<file path="src/rtl/mem_arbiter.sv">
// Two-port arbiter sharing the unified instruction/data memory between the CPU and an IO/loader port.
// Define MEMARB_IO_PRIORITY_EN for fixed IO-wins-ties priority; leave it undefined for round-robin.
module mem_arbiter #(
   parameter int AW      = 16,
   parameter int DW      = 16,
   parameter int MEM_LAT = 2
) (
   input  logic          CLK,
   input  logic          Reset,

   input  logic          cpu_req,
   input  logic          cpu_we,
   input  logic [AW-1:0] cpu_addr,
   input  logic [DW-1:0] cpu_wdata,
   output logic          cpu_gnt,
   output logic          cpu_done,
   output logic          cpu_stall,

   input  logic          io_req,
   input  logic          io_we,
   input  logic [AW-1:0] io_addr,
   input  logic [DW-1:0] io_wdata,
   output logic          io_gnt,
   output logic          io_done,

   output logic [DW-1:0] rdata,
   output logic [AW-1:0] mem_addr,
   output logic [DW-1:0] mem_wdata,
   output logic          mem_we,
   output logic          mem_re,
   input  logic [DW-1:0] mem_rdata
);

   localparam int CW = $clog2(MEM_LAT + 1);
   localparam logic [CW-1:0] CNT_START = CW'(MEM_LAT - 1);

   typedef enum logic [1:0] {
      IDLE   = 2'd0,
      ACCESS = 2'd1,
      DONE   = 2'd2
   } state_t;

   typedef enum logic {
      OWN_CPU = 1'b0,
      OWN_IO  = 1'b1
   } owner_t;

   state_t          state_q;
   owner_t          owner_q;
   owner_t          last_q;
   logic [CW-1:0]   cnt_q;
   logic [AW-1:0]   memAddr_q;
   logic [DW-1:0]   memWdata_q;
   logic            we_q;
   logic [DW-1:0]   rdata_q;
   logic            cpuGnt_q;
   logic            ioGnt_q;
   logic            cpuDone_q;
   logic            ioDone_q;
   logic            memWe_q;
   logic            memRe_q;

   logic            cpuCand;
   logic            ioCand;
   logic            grantValid;
   owner_t          owner_d;
   logic [AW-1:0]   addr_d;
   logic [DW-1:0]   wdata_d;
   logic            we_d;

   // The port being completed in DONE is excluded so it cannot chain straight back in.
   always_comb begin
      cpuCand    = cpu_req & ~((state_q == DONE) && (owner_q == OWN_CPU));
      ioCand     = io_req  & ~((state_q == DONE) && (owner_q == OWN_IO));
      grantValid = ((state_q == IDLE) || (state_q == DONE)) && (cpuCand || ioCand);
`ifdef MEMARB_IO_PRIORITY_EN
      owner_d    = ioCand ? OWN_IO : OWN_CPU;
`else
      owner_d    = (ioCand && (!cpuCand || (last_q == OWN_CPU))) ? OWN_IO : OWN_CPU;
`endif
      addr_d     = (owner_d == OWN_IO) ? io_addr  : cpu_addr;
      wdata_d    = (owner_d == OWN_IO) ? io_wdata : cpu_wdata;
      we_d       = (owner_d == OWN_IO) ? io_we    : cpu_we;
   end

   always_ff @(posedge CLK or posedge Reset) begin
      if (Reset) begin
         state_q    <= IDLE;
         owner_q    <= OWN_CPU;
         last_q     <= OWN_IO;
         cnt_q      <= '0;
         memAddr_q  <= '0;
         memWdata_q <= '0;
         we_q       <= 1'b0;
         rdata_q    <= '0;
         cpuGnt_q   <= 1'b0;
         ioGnt_q    <= 1'b0;
         cpuDone_q  <= 1'b0;
         ioDone_q   <= 1'b0;
         memWe_q    <= 1'b0;
         memRe_q    <= 1'b0;
      end else begin
         case (state_q)
            IDLE, DONE: begin
               cpuDone_q <= 1'b0;
               ioDone_q  <= 1'b0;
               if (grantValid) begin
                  state_q    <= ACCESS;
                  owner_q    <= owner_d;
                  last_q     <= owner_d;
                  cnt_q      <= CNT_START;
                  memAddr_q  <= addr_d;
                  memWdata_q <= wdata_d;
                  we_q       <= we_d;
                  cpuGnt_q   <= (owner_d == OWN_CPU);
                  ioGnt_q    <= (owner_d == OWN_IO);
                  memWe_q    <= we_d;
                  memRe_q    <= ~we_d;
               end else begin
                  state_q  <= IDLE;
                  cpuGnt_q <= 1'b0;
                  ioGnt_q  <= 1'b0;
                  memWe_q  <= 1'b0;
                  memRe_q  <= 1'b0;
               end
            end

            ACCESS: begin
               // The write strobe only ever covers the first ACCESS cycle.
               memWe_q <= 1'b0;
               if (cnt_q == '0) begin
                  state_q   <= DONE;
                  memRe_q   <= 1'b0;
                  cpuDone_q <= (owner_q == OWN_CPU);
                  ioDone_q  <= (owner_q == OWN_IO);
                  if (!we_q) begin
                     rdata_q <= mem_rdata;
                  end
               end else begin
                  cnt_q <= cnt_q - 1'b1;
               end
            end

            default: begin
               state_q  <= IDLE;
               cpuGnt_q <= 1'b0;
               ioGnt_q  <= 1'b0;
               memWe_q  <= 1'b0;
               memRe_q  <= 1'b0;
            end
         endcase
      end
   end

   assign cpu_gnt   = cpuGnt_q;
   assign io_gnt    = ioGnt_q;
   assign cpu_done  = cpuDone_q;
   assign io_done   = ioDone_q;
   assign cpu_stall = cpu_req & ~cpuDone_q;
   assign rdata     = rdata_q;
   assign mem_addr  = memAddr_q;
   assign mem_wdata = memWdata_q;
   assign mem_we    = memWe_q;
   assign mem_re    = memRe_q;

endmodule

</file>
<file path="config.mk">
export PLATFORM = sky130hd
export DESIGN_NAME = mem_arbiter
export DESIGN_NICKNAME = d
export VERILOG_FILES = /design/src/rtl/mem_arbiter.sv
export SDC_FILE = /design/constraint.sdc
export NUM_CORES = 1
export LEC_CHECK = 0
export CELL_PAD_IN_SITES_DETAIL_PLACEMENT = 1
export CELL_PAD_IN_SITES_GLOBAL_PLACEMENT = 1
export CORE_MARGIN = 3
export CORE_UTILIZATION = 29
export DETAILED_ROUTE_END_ITERATION = 10
export PLACE_DENSITY_LB_ADDON = 0.1
export SLEW_MARGIN = 20
export SYNTH_ARGS = -nofsm -noshare
export SYNTH_HDL_FRONTEND = slang
export SYNTH_SLANG_ARGS = --single-unit
</file>
<file path="constraint.sdc">
create_clock -name CLK -period 2.3 [get_ports CLK]
set_input_delay 0.23 -clock CLK [delete_from_list [all_inputs] [get_ports CLK]]
set_output_delay 0.23 -clock CLK [all_outputs]
set_load 0.03 [all_outputs]
</file>
# Yosys cells after proc, flatten, opt, wreduce, memory -nomap -nowiden
# Cells that the tools add are included.
[word_totals]
register_bits = 61
latch_bits = 0
ram_bits = 0
rom_bits = 0
input_bits = 86
out_inout_bits = 55
wordCells = 70
mem_count = 0
[classes]
addsub = 1
mul = 0
div = 0
order_cmp = 0
n_eq_ne = 5
shifts = 0
mux = 23
bitwise_logic = 11
reduce_logical = 16
[ops]
columns = ["op", "count"]
rows = [
  ["$mux 16", 2],
  ["$mux 1", 11],
  ["$pmux 1 s2", 5],
  ["$not 1->1", 8],
  ["$pmux 2 s2", 2],
  ["$mux 2", 3],
  ["$ne 2x2->1 const B", 3],
  ["$reduce_and 3->1", 2],
  ["$logic_and 1x1->1", 4],
  ["$logic_not 2->1", 2],
  ["$reduce_and 2->1", 2],
  ["$and 1x1->1", 3],
  ["$logic_or 1x1->1", 3],
  ["$eq 2x1->1 const B", 1],
  ["$eq 2x2->1 const B", 1],
  ["$reduce_bool 2->1", 1],
  ["$reduce_or 2->1", 1],
  ["$sub 2x1->2 const B", 1],
  ["$logic_not 1->1", 1],
]

# Depth between registers and ports, before layout
# Gate-level depths: netlist of the first run.
[depth]
ltp_word = 12
ltp_mapped = 7
depth_no_buf = 6

# Worst setup path after synthesis of the first run
# Ideal clock, no wire load.
[synth_timing]
kind = "reg-to-reg"
start = "register state_q[0]"
end = "register rdata_q[2], in the netlist rdata[2]"
setup_ps = 125
arrival_time_ps = 1543
required_time_ps = 2175
setup_slack_ps = 632
stages_incl_launch_ff = 8
path_buffers = 3
synth_period_minus_slack_ps = 1668
path_cell_list = "dfrtp_1 > buf_2 > nor2b_2 > and2_1 > nor2b_1 > buf_2 > buf_6 > mux2_2"
[synth_between]
elab_chain_cells = 2
[synth_rtl]
columns = ["item", "line", "text"]
rows = [
  ["start, declared", "48", "state_t state_q;"],
  ["start signal, assigned", "88", "state_q <= IDLE;"],
  ["start signal, assigned", "108", "state_q <= ACCESS;"],
  ["start signal, assigned", "120", "state_q <= IDLE;"],
  ["$eq 2x1->1", "103", "case (state_q)"],
  ["$reduce_and 3->1 (no line)", "n/a", ""],
  ["end signal, assigned", "137", "rdata_q <= mem_rdata;"],
  ["end, declared", "55", "logic [DW-1:0] rdata_q;"],
]
# Every way passes these cells.
# A chain may end at the register's enable or synchronous reset.

# Worst setup path after layout of the first run
[layout_timing]
start = "input port cpu_req"
end = "output port cpu_stall"
[layout_between]
elab_chain_cells = 1
[layout_rtl]
columns = ["item", "line", "text"]
rows = [
  ["start, declared", "11", "input logic cpu_req,"],
  ["$and 1x1->1", "159", "assign cpu_stall = cpu_req & ~cpuDone_q;"],
  ["end, declared", "17", "output logic cpu_stall,"],
]
# Every way passes these cells.

==> results of run 1 <==
[logic make-up (layout without fill, tap and decap cells)]
kind of cell               Yosys count  count (layout)  share of synthesized area (%)
AOI/OAI and AO/OA                   81              81                          24.94
adders and majority gates            1               1                         0.4768
buffers and inverters               20             175                          3.910
DFF                                 61              61                          58.23
muxes                               18              18                          7.678
and+or+nand+nor                     22              22                          4.768
[registers in the layout (all words and copies together), names as in the netlist, 2 cells and up]
name,cells
mem_addr,16
mem_wdata,16
rdata,16
cnt_q,2
state_q,2
[cell usage in the layout (no fill, tap or decap), types with 2 or more instances in the layout]
| cell type | netlist | final |
|---|---|---|
| mux2_2 | 11 | 11 |
| nand2b_1 | 2 | 2 |
| and2_1 | 2 | 2 |
| o21ai_0 | 3 | 3 |
| buf_4 | 2 | 9 |
| clkinv_2 | 0 | 4 |
| clkbuf_8 | 0 | 9 |
| mux2_1 | 6 | 6 |
| dfrtp_1 | 60 | 60 |
| inv_1 | 6 | 5 |
| a21o_1 | 37 | 37 |
| a22o_1 | 32 | 32 |
| clkdlybuf4s50_1 | 0 | 140 |
| nand2_1 | 4 | 4 |
| nor2b_1 | 2 | 2 |
| nor2_1 | 5 | 5 |
| buf_12 | 0 | 3 |
[worst paths after layout]
path                            start            to  slack (ps)  cells past startpoint
max                           cpu_req     cpu_stall         430                      4
min                             Reset      rdata[1]         280                      3
max reg2reg                state_q[1]  mem_addr[13]         450                      6
min reg2reg                  cnt_q[0]      cnt_q[0]         480                      1
max in group asynchronous       Reset        last_q        1720                      3
min in group CLK           io_addr[4]   mem_addr[4]         480                      2
[stage by stage]
step / setup TNS, ps / worst slack, ps / total power, uW / util [%]
detailed placement: 0 / 144.0 / 5566 / 48.39
global placement: -901.3 / -100.6 / 5486 / 48.22
floorplan: 0 / 558.6 / 4022 / -
finish: 0 / 428.2 / 6444 / 50.56
CTS: 0 / 416.9 / 6553 / 50.56
global route: 0 / 316.8 / 6870 / 50.56
[cell type report]
class / instances / area, sq um / share of cell area (%)
Inverter: 6 / 22.52 / 0.5083
Clock inverter: 7 / 66.31 / 1.497
Multi-Input combinational cell: 122 / 1011 / 22.82
Timing Repair Buffer: 153 / 1544 / 34.85
Clock buffer: 9 / 123.9 / 2.796
Sequential cell: 61 / 1528 / 34.48
Tap cell: 108 / 135.1 / 3.050
[layer usage]
| metal | track usage (%) | wire length (um) |
|---|---|---|
| met1 | 20.17 | 3317 |
| met2 | 28.42 | 4111 |
| met3 | 5.398 | 664 |
| met4 | 5.624 | 116 |
| met5 | 0 | 0 |
[worst max-delay path: cells and delay by family]
kind / cells / cell delay (ps)
buffers and inverters: 3 / 1290
and+or+nand+nor: 1 / 120
[power groups by stage]
stage               registers (uW)  clock network, uW  logic (uW)
floorplan                     2780                  0        1240
global placement              1890                  0        3600
detailed placement            1900                  0        3660
CTS                           1900                974        3680
global route                  1960               1030        3880
finish                        1890                932        3630
==> results.yml, run 1 <==
floorplan:
  fp.dieW_um: 101.1
  rows: 34
  dieHeight_um: 101.1
  die_area_sq_um: 10230
  initial_core_util_pct: 29.94
  io_pins: 141
  coreArea_sq_um: 8763
detailed_routing:
  wl_mm: 8.209
  routedWlPerCell_um: 17.62
  first_iter_violations: 72
  drc: 0
  vias: 2237
  ant_nets: 0
  dr.pass1.iters: 4
  drt-vias-per-instance: 4.800
sta:
  min_period_ps: 1872
  finalCritPeriodShare_pct: 81.38
  maxSlewViolCount: 0
  slew-limit-headroom_pct: 54.29
  fmaxAchievable_ghz: 0.5343
  hold_slack_ps: 277.5
  setup_viol: 0
  worst-slew-pin-transition_ps: 685.0
  skew_ps: 11.75
  hold_viol_final: 0
  rsz0062_at_grt: "false"
clock_tree:
  clockBufferDepth: 2
  cts-resized-gates: 0
  cts_hold_buffers: 0
  cts-root-buf: "clkbuf_8"
  cts_made_buffers: 9
  tritoncts: "yes"
  cts.sinks: 61
  clkLatencyLatePin_ps: 330
  cts_setup_buffers: 0
  clk_pin_slew_ps: 80
  ctsHtreeMaxLevel: 3
logic_synthesis:
  synth_top_cells_by_count: "dfrtp_1, a21o_1, a22o_1, mux2_2"
  ys_ff_latch: 61
  seq_area_frac_synth_pct: 58.23
  synth_cell_type_count: 35
  ys_warn_count: 0
  syn-num-nets: 290
  syn-instance-count: 203
  synth_top_area_share_pct: 57.22
  synth_top_cell_by_area: "dfrtp_1"
  postSynth.asyncResetShare_pct: 100.0
  synth.cell_area_sq_um: 2624
  ys.flop_type: "dfrtp_1"
  synth_area_leaders: "dfrtp_1, a22o_1, a21o_1"
  synthMostInstantiatedCell: "dfrtp_1"
  avgSynthCellArea_sq_um: 12.92
  synth_enable_flop_cells: 0
finish:
  final_area_sq_um: 4431
  area_growth_pct: 68.86
  n_fill_cell: 938
  nNetsFinal: 440
  drive_above_1_share_pct: 12.85
  antennaDiodeCount: 0
  final_cell_count_no_fill: 466
global_routing:
  first_global_vias: 2504
  grt_max_degree: 62
  grt_antenna_before_repair: 0
  grt_pass1_wl_mm: 13.21
  grt_overflow: 0
  grt_use_total_pct: 16.79
setup_path:
  timing_worst_setup_path_type: "in2out"
  cp_common_cell: "clkdlybuf4s50_1"
  slowest_stage: "clkdlybuf4s50_1"
  critPathRequiredTime_ps: 2070
  worstSetupEndpointType: "output port"
  critPathLaunchType: "primary input"
  cp_max_fo: 4
  worstPathArrival_ps: 1640
  critPathMaxStageDelay_ps: 680
  path_cells: "clkdlybuf4s50_1 > buf_4 > nor2b_1 > clkdlybuf4s50_1"
power:
  peakVddDrop_mv: 0.5891
  clkPwrFrac_pct: 14.5
  intPower_uw: 3820
  p_sw_uw: 2623
  p_leak_uw: 0.002096
  sequentialPowerShare_pct: 29.3
  switching_share_pct: 40.71
  powerDensity_nw_per_um2: 1454
  comb_power_share_pct: 56.3
outcome:
  status: "finished clean"
placement:
  dp_cells: 450
  io_buffer_count: 140
  place_area_sq_um: 4240
  hpwl_mm: 5.823
  globalplace.congestion: 0.7073
hold_path:
  hold_class: "in2async"
run:
  max-cap-violations: 0
Power figures use the tool's default switching activity.
==> run 2: changes to the inputs <==
Clock period 2.3 ns to 1.8 ns, I/O delays scaled along.
==> run 2 against run 1 <==
Register-to-register slack worse by 300 ps. Non-clock buffer count rose by 1. Die area is the same. Worst hold slack got worse by 23 ps. Critical path depth increased by 3. Wire length is 0.56% higher. First-iteration DRC count grew 5.6%.
==> results.yml, run 2 (same netlist as run 1, synthesis figures left out) <==
setup_path:
  worstSetupEndpointType: "flip-flop"
  timing_worst_setup_path_type: "reg2reg"
  crit_buf_inv: 3
  critPathLaunchType: "flip-flop"
  path_cells: "buf_4 > nand2_1 > o21ai_0 > buf_4 > nor3b_4 > buf_12 > a21o_1"
  cp_common_cell: "buf_4"
  worstPathArrival_ps: 1910
  critPathMaxStageDelay_ps: 390
  critPathRequiredTime_ps: 2060
  slowest_stage: "dfrtp_1"
  critical_path.top_delay_family: "buffers and inverters"
  cp_max_fo: 28
placement:
  pre_cts_ws_ps: -78.80
  io_buffer_count: 140
  globalplace.congestion: 0.7032
  hpwl_mm: 5.905
finish:
  fin_util_pct: 51.07
  antennaDiodeCount: 0
  n_fill_cell: 951
  final_cell_mix: "clkdlybuf4s50_1, dfrtp_1, a21o_1"
  final_common_cell: "clkdlybuf4s50_1"
  seqCellArea_sq_um: 1528
  area_growth_pct: 70.58
  multiInputGateArea_sq_um: 1011
  drive_above_1_share_pct: 12.85
  nNetsFinal: 441
global_routing:
  grt_pass1_wl_mm: 13.11
  first_global_vias: 2531
  grt_antenna_before_repair: 0
  grt_use_total_pct: 16.57
  grt_overflow: 0
  grt_max_degree: 34
clock_tree:
  tritoncts: "yes"
  cts-resized-gates: 0
  cts.sinks: 61
  cts_setup_buffers: 0
  cts_made_buffers: 9
  cts_hold_buffers: 0
  cts-root-buf: "clkbuf_8"
  clkLatencyLatePin_ps: 330
  clockBufferDepth: 2
  ctsHtreeMaxLevel: 3
  clk_pin_slew_ps: 70
hold_path:
  hold_class: "in2async"
sta:
  timing.setup.tns_ps: 0
  maxSlewViolCount: 0
  min_period_ps: 1647
  finalCritPeriodShare_pct: 91.51
  fin_ws_ps: 152.8
  worst-slew-pin-transition_ps: 425.7
  setup_viol: 0
  hold_viol_final: 0
  rsz0062_at_grt: "false"
  skew_ps: 8.754
  slew-limit-headroom_pct: 71.62
  fmaxAchievable_ghz: 0.6071
floorplan:
  rows: 34
  fp.dieW_um: 101.1
  initial_core_util_pct: 29.94
  die_area_sq_um: 10230
  coreArea_sq_um: 8763
  dieHeight_um: 101.1
  io_pins: 141
detailed_routing:
  routedWlPerCell_um: 17.71
  wl_mm: 8.255
  drt-vias-per-instance: 4.854
  ant_nets: 0
  first_iter_violations: 76
  drc: 0
  dr.pass1.iters: 4
  vias: 2262
outcome:
  status: "finished clean"
run:
  max-cap-violations: 0
power:
  powerDensity_nw_per_um2: 1891
  peakVddDrop_mv: 0.7273
  p_leak_uw: 0.002123
==> run 2: per-layer routing <==
layer	GRT usage (%)	share of wire (%)
met5	0	0
met1	19.90	43
met4	5.726	1.3
met2	27.72	48
met3	5.675	7.6
==> run 2: cell type report <==
type | instances | share of cell area, %
Inverter | 6 | 0.5032
Timing Repair Buffer | 154 | 34.55
Clock buffer | 12 | 3.690
Sequential cell | 61 | 34.13
Tap cell | 108 | 3.019
Clock inverter | 3 | 1.510
Multi-Input combinational cell | 122 | 22.59
==> run 2: path summary, 6_finish.rpt <==
path / from / end / slack (ps) / depth (start not counted)
min in group CLK: io_addr[3] / mem_addr[3] / 430 / 2
max reg2reg: state_q[1] / mem_addr[7] / 150 / 7
min: Reset / rdata[12] / 250 / 3
min reg2reg: cnt_q[0] / cnt_q[0] / 480 / 1
max in group asynchronous: Reset / last_q / 1200 / 3
max: state_q[1] / mem_addr[7] / 150 / 7
==> run 2: report_power, final <==
group / total, uW / internal (uW) / switching (uW)
sequential: 2420 / 2050 / 367
combinational: 4620 / 2200 / 2420
clock: 1430 / 886 / 540
==> run 2: metrics by stage <==
stage / power, uW / std cells / area (sq um) / hold WS [ps]
6_report: 8463 / 466 / 4476 / 254.8
5_1_grt: 8984 / 466 / 4476 / 310.8
4_1_cts: 8592 / 466 / 4473 / 251.1
3_5_place_dp: 7100 / 451 / 4240 / 470.6
3_3_place_gp: 7031 / 451 / 4240 / 463.4
2_1_floorplan: 5139 / 203 / 2624 / 296.3
==> run 2: worst reg2reg max path: cells and delay by family, from the launching register on <==
family          cells  cell delay [ps]
simple gates        2              420
buf+inv             3              560
compound gates      2              220
flops               1              390
==> run 3: changes to the inputs <==
Settings changed: REMOVE_ABC_BUFFERS from default to 1, SLEW_MARGIN 20 to default.
==> run 3 against run 2 <==
Clock power decreased by 22%. Clock skew about the same. Sequential power about the same. Non-clock buffer count increased by 5. Worst hold slack got worse by 70 ps. Setup slack got worse by 41 ps. Fmax decreased by 2.4%. Utilization increased by 0.34 points. Wire length decreased by 1.2%. Largest cell class unchanged. Flip-flop and latch count unchanged. Critical path depth decreased by 4. Highest routed layer unchanged.
==> results.yml, run 3 (same netlist as run 1, synthesis figures left out) <==
setup_path:
  worstSetupEndpointType: "output port"
  r2r_start: "owner_q"
  timing_worst_setup_path_type: "in2out"
  critPathLaunch: "cpu_req"
  endpoint: "cpu_stall"
  cp_max_fo: 4
  worstPathArrival_ps: 1510
  critPathLaunchType: "primary input"
  rrSetupSlack_ps: 170
  r2r-end: "mem_wdata[4]"
  reg2reg_depth: 5
  critPathRequiredTime_ps: 1620
finish:
  final_area_sq_um: 4506
  final_common_cell: "clkdlybuf4s50_1"
  drive_above_1_share_pct: 13.50
  final_cell_mix: "clkdlybuf4s50_1, dfrtp_1, a21o_1"
  area_growth_pct: 71.72
  n_fill_cell: 936
  nNetsFinal: 446
  multiInputGateArea_sq_um: 1011
  antennaDiodeCount: 0
  seqCellArea_sq_um: 1528
floorplan:
  die_area_sq_um: 10230
  coreArea_sq_um: 8763
  io_pins: 141
  dieHeight_um: 101.1
  initial_core_util_pct: 29.94
  rows: 34
  fp.dieW_um: 101.1
sta:
  fmaxAchievable_ghz: 0.5923
  slew-limit-headroom_pct: 69.02
  min_period_ps: 1688
  fin_ws_ps: 111.7
  hold_viol_final: 0
  skew_ps: 9.183
  maxSlewViolCount: 0
  setup_viol: 0
  rsz0062_at_grt: "false"
  worst-slew-pin-transition_ps: 464.0
  finalCritPeriodShare_pct: 93.80
power:
  comb_power_share_pct: 57.2
  intPower_uw: 4945
  powerDensity_nw_per_um2: 1833
  p_sw_uw: 3313
  p_leak_uw: 0.002131
  sequentialPowerShare_pct: 29.4
  peakVddDrop_mv: 0.7200
  clkPwrFrac_pct: 13.4
  switching_share_pct: 40.12
clock_tree:
  cts_made_buffers: 9
  cts_hold_buffers: 0
  cts-root-buf: "clkbuf_8"
  cts-resized-gates: 0
  ctsHtreeMaxLevel: 3
  cts_setup_buffers: 0
  tritoncts: "yes"
  clockBufferDepth: 2
  clk_pin_slew_ps: 60
  cts.sinks: 61
  clkLatencyLatePin_ps: 330
detailed_routing:
  ant_nets: 0
  dr.pass1.iters: 4
  vias: 2235
  drt-vias-per-instance: 4.745
  first_iter_violations: 29
  wl_mm: 8.152
  drc: 0
  routedWlPerCell_um: 17.31
placement:
  pre_cts_ws_ps: -50.93
  place_area_sq_um: 4328
  io_buffer_count: 140
  hpwl_mm: 6.021
  globalplace.congestion: 0.7589
run:
  max-cap-violations: 0
global_routing:
  grt_overflow: 0
  first_global_vias: 2510
  grt_max_degree: 34
  grt_use_total_pct: 16.41
  grt_pass1_wl_mm: 12.94
  grt_antenna_before_repair: 0
outcome:
  status: "finished clean"
hold_path:
  hold_class: "in2async"
[run 3: area by class of cell]
cell class                      instances  area share, %
Clock buffer                           14          3.832
Clock inverter                          1         0.1111
Sequential cell                        61          33.91
Multi-Input combinational cell        122          22.44
Tap cell                              108          2.999
Timing Repair Buffer                  159          36.21
Inverter                                6         0.4999
[run 3: per-layer routing]
layer | GRT usage [%] | vias to the layer above | share of wire [%] | wire (um)
met4 | 6.237 | 0 | 2.0 | 161
li1 | - | 1058 | - | -
met2 | 26.16 | 68 | 49 | 4029
met1 | 20.42 | 1097 | 43 | 3493
met3 | 5.813 | 12 | 5.7 | 468
met5 | 0 | - | 0 | 0
[run 3: power by group through the flow]
stage	Sequential, uW	Combinational, uW	Clock (uW)
finish	2430	4720	1110
global route	2520	5040	1200
CTS	2440	4800	1150
detailed placement	2440	4780	0
global placement	2440	4700	0
floorplan	3580	1450	0
[run 3: worst min-delay path by stage]
stage | from | to | slack (ps) | cells after the start
after floorplan | io_addr[0] | mem_addr[0] | 300 | 1
after global placement | cpu_gnt | cpu_gnt | 460 | 1
after detailed placement | io_gnt | io_gnt | 470 | 1
after CTS | Reset | rdata[4] | 180 | 2
after global routing | Reset | mem_wdata[12] | 220 | 2
final | Reset | rdata[4] | 190 | 2
[run 3: metrics by stage]
step	power, uW	hold slack [ps]	utilization [%]	TNS, ps	cells
floorplan	5029	296.3	-	-16270	189
global placement	7137	460.3	49.39	-8.558	456
detailed placement	7217	469.4	49.39	-1190	456
CTS	8386	184.0	51.41	0	471
global route	8767	218.1	51.41	0	471
finish	8257	185.3	51.41	0	471
[run 3: worst max-delay path: stages]
cell	delay, ps
clkdlybuf4s50_1	520
nor2b_1	140
clkdlybuf4s50_1	670
==> RTL change (config.mk and constraints of run 1) <==
Set the parameter `MEM_LAT` to 1 (it was 2).
--- a/src/rtl/mem_arbiter.sv
+++ b/src/rtl/mem_arbiter.sv
@@ -5,3 +5,3 @@
    parameter int DW      = 16,
-   parameter int MEM_LAT = 2
+   parameter int MEM_LAT = 1
 ) (
Behaviour: not the same (Yosys sat finds a counterexample within 4 cycles, from zero or initial values and one cycle with Reset high).
==> RTL change against run 1 <==
- power shrank 4.9%
- wire length fell by 7.8%
- final cell count decreased by 4.7%
- die area shrank 2.1%
- area after synthesis shrank 2.2%
- final area is 3.4% lower
- worst setup slack lost 0.13 ns
- sequential share of layout area increased by 0.060 points
- sequential cell count down 2
- critical path type is now reg -> reg
- largest cell class unchanged
- largest power group unchanged
==> RTL change: results (changes against run 1) <==
worst_setup_path:
  cpPeakStageDelay_ns: 0.77  # was 0.68 ns
  cpLargestDelayFamily: "simple AND/OR/NAND/NOR gates"  # was buffers and inverters
  cp_max_fo: 21  # was 4
  cp-startpoint: "state_q[1]$_DFF_PP0_"  # was cpu_req
  cp.arrival_ns: 2.26  # was 1.64 ns
placement:
  gp_congestion: 0.732  # was 0.707
  dp_slack_ns: -0.0781  # was 0.144 ns
  dp.cells: 428  # was 450
  dpl.hpwl_mm: 5.64  # was 5.82 mm
drt:
  wl_per_cell_um: 17.0  # was 17.6 µm
  wl_met1_mm: 3.14  # was 3.32 mm
  vias: 2080  # was 2237
  drtIter0Drc: 58  # was 72
global_route:
  grt_util_met1_pct: 19.4  # was 20.2%
  grtUsageTotal_pct: 15.7  # was 16.8%
  grt_pass1_wl_mm: 12.1  # was 13.2 mm
  grt_pass1_vias: 2281  # was 2504
  use_met3_pct: 5.07  # was 5.40%
  gr-usage-met2_pct: 25.7  # was 28.4%
  grt_max_degree: 60  # was 62
die:
  core_um2: 8380  # was 8760 µm²
layout:
  nNonClkBuffers: 150  # was 153
  final_area_um2: 4280  # was 4430 µm²
  regArea_um2: 1480  # was 1530 µm²
  num-clock-buffers: 11  # was 9
  fillCellCount: 870  # was 938
  bufAreaShareNonClock_pct: 34.8  # about the same
  multi_input_area_share_pct: 22.6  # was 22.8%
  drive_gt1_share_pct: 13.0  # was 12.8%
  final_cells: 444  # was 466
  clk_share_pct: 4.53  # was 4.29%
  multi_input_gates: 109  # was 122
  final_nets: 420  # was 440
sta:
  fin_worst_skew_ns: 0.00219  # was 0.0117 ns
synthesis:
  netlist_top_cells_count: "58 x dfrtp_1, 32 x a221o_1, 25 x and2_1"  # was 60 x dfrtp_1, 37 x a21o_1, 32 x a22o_1
  synth.mux.area_fraction_pct: 8.05  # was 7.68%
  synth_area_leaders: "dfrtp_1 57%, a221o_1 12%, and2_1 6.1%"  # was dfrtp_1 57%, a22o_1 11%, a21o_1 11%
  synth_nets: 272  # was 290
  yosysUniqueCellTypes: 33  # was 35
  ys_seq_area_share_pct: 57.6  # was 58.2%
  synth_cells: 186  # was 203
pwr:
  internal_power_mw: 3.65  # was 3.82 mW
  seqPwrFrac_pct: 30.4  # was 29.3%
  powerComb_mw: 3.34  # was 3.63 mW
  peakVddDrop_mv: 0.517  # was 0.589 mV
run_status:
  status: "completed"  # unchanged
[RTL change: cell count changes after synthesis, moves of 2 or more]
cell	before	now
dfrtp_1	60	58
and2_0	0	7
mux2_2	11	7
nand2_1	4	2
and2_1	2	25
a22o_1	32	0
o21ai_0	3	0
a221o_1	0	32
mux2_1	6	10
nor2_1	5	3
clkbuf_1	6	1
a21o_1	37	4
buf_6	2	7
[RTL change: path summary, 6_finish.rpt]
check	to	slack, ns	depth (start not counted)
setup / recovery	mem_wdata[10]$_DFFE_PP0P_	0.30	5
hold / removal	rdata[0]$_DFFE_PP0P_	0.28	3
setup reg to reg	mem_wdata[10]$_DFFE_PP0P_	0.30	5
hold reg to reg	io_gnt$_DFFE_PP0P_	0.48	1
max in group asynchronous	last_q$_DFFE_PP1P_	1.70	3
min in group CLK	io_gnt$_DFFE_PP0P_	0.48	1
[RTL change: worst register-to-register path, delay by kind of cell, from the launching register on]
family,cells,cell delay [ns]
buf+inv,1,0.32
flops,1,0.41
compound gates,1,0.10
simple gates,3,1.11
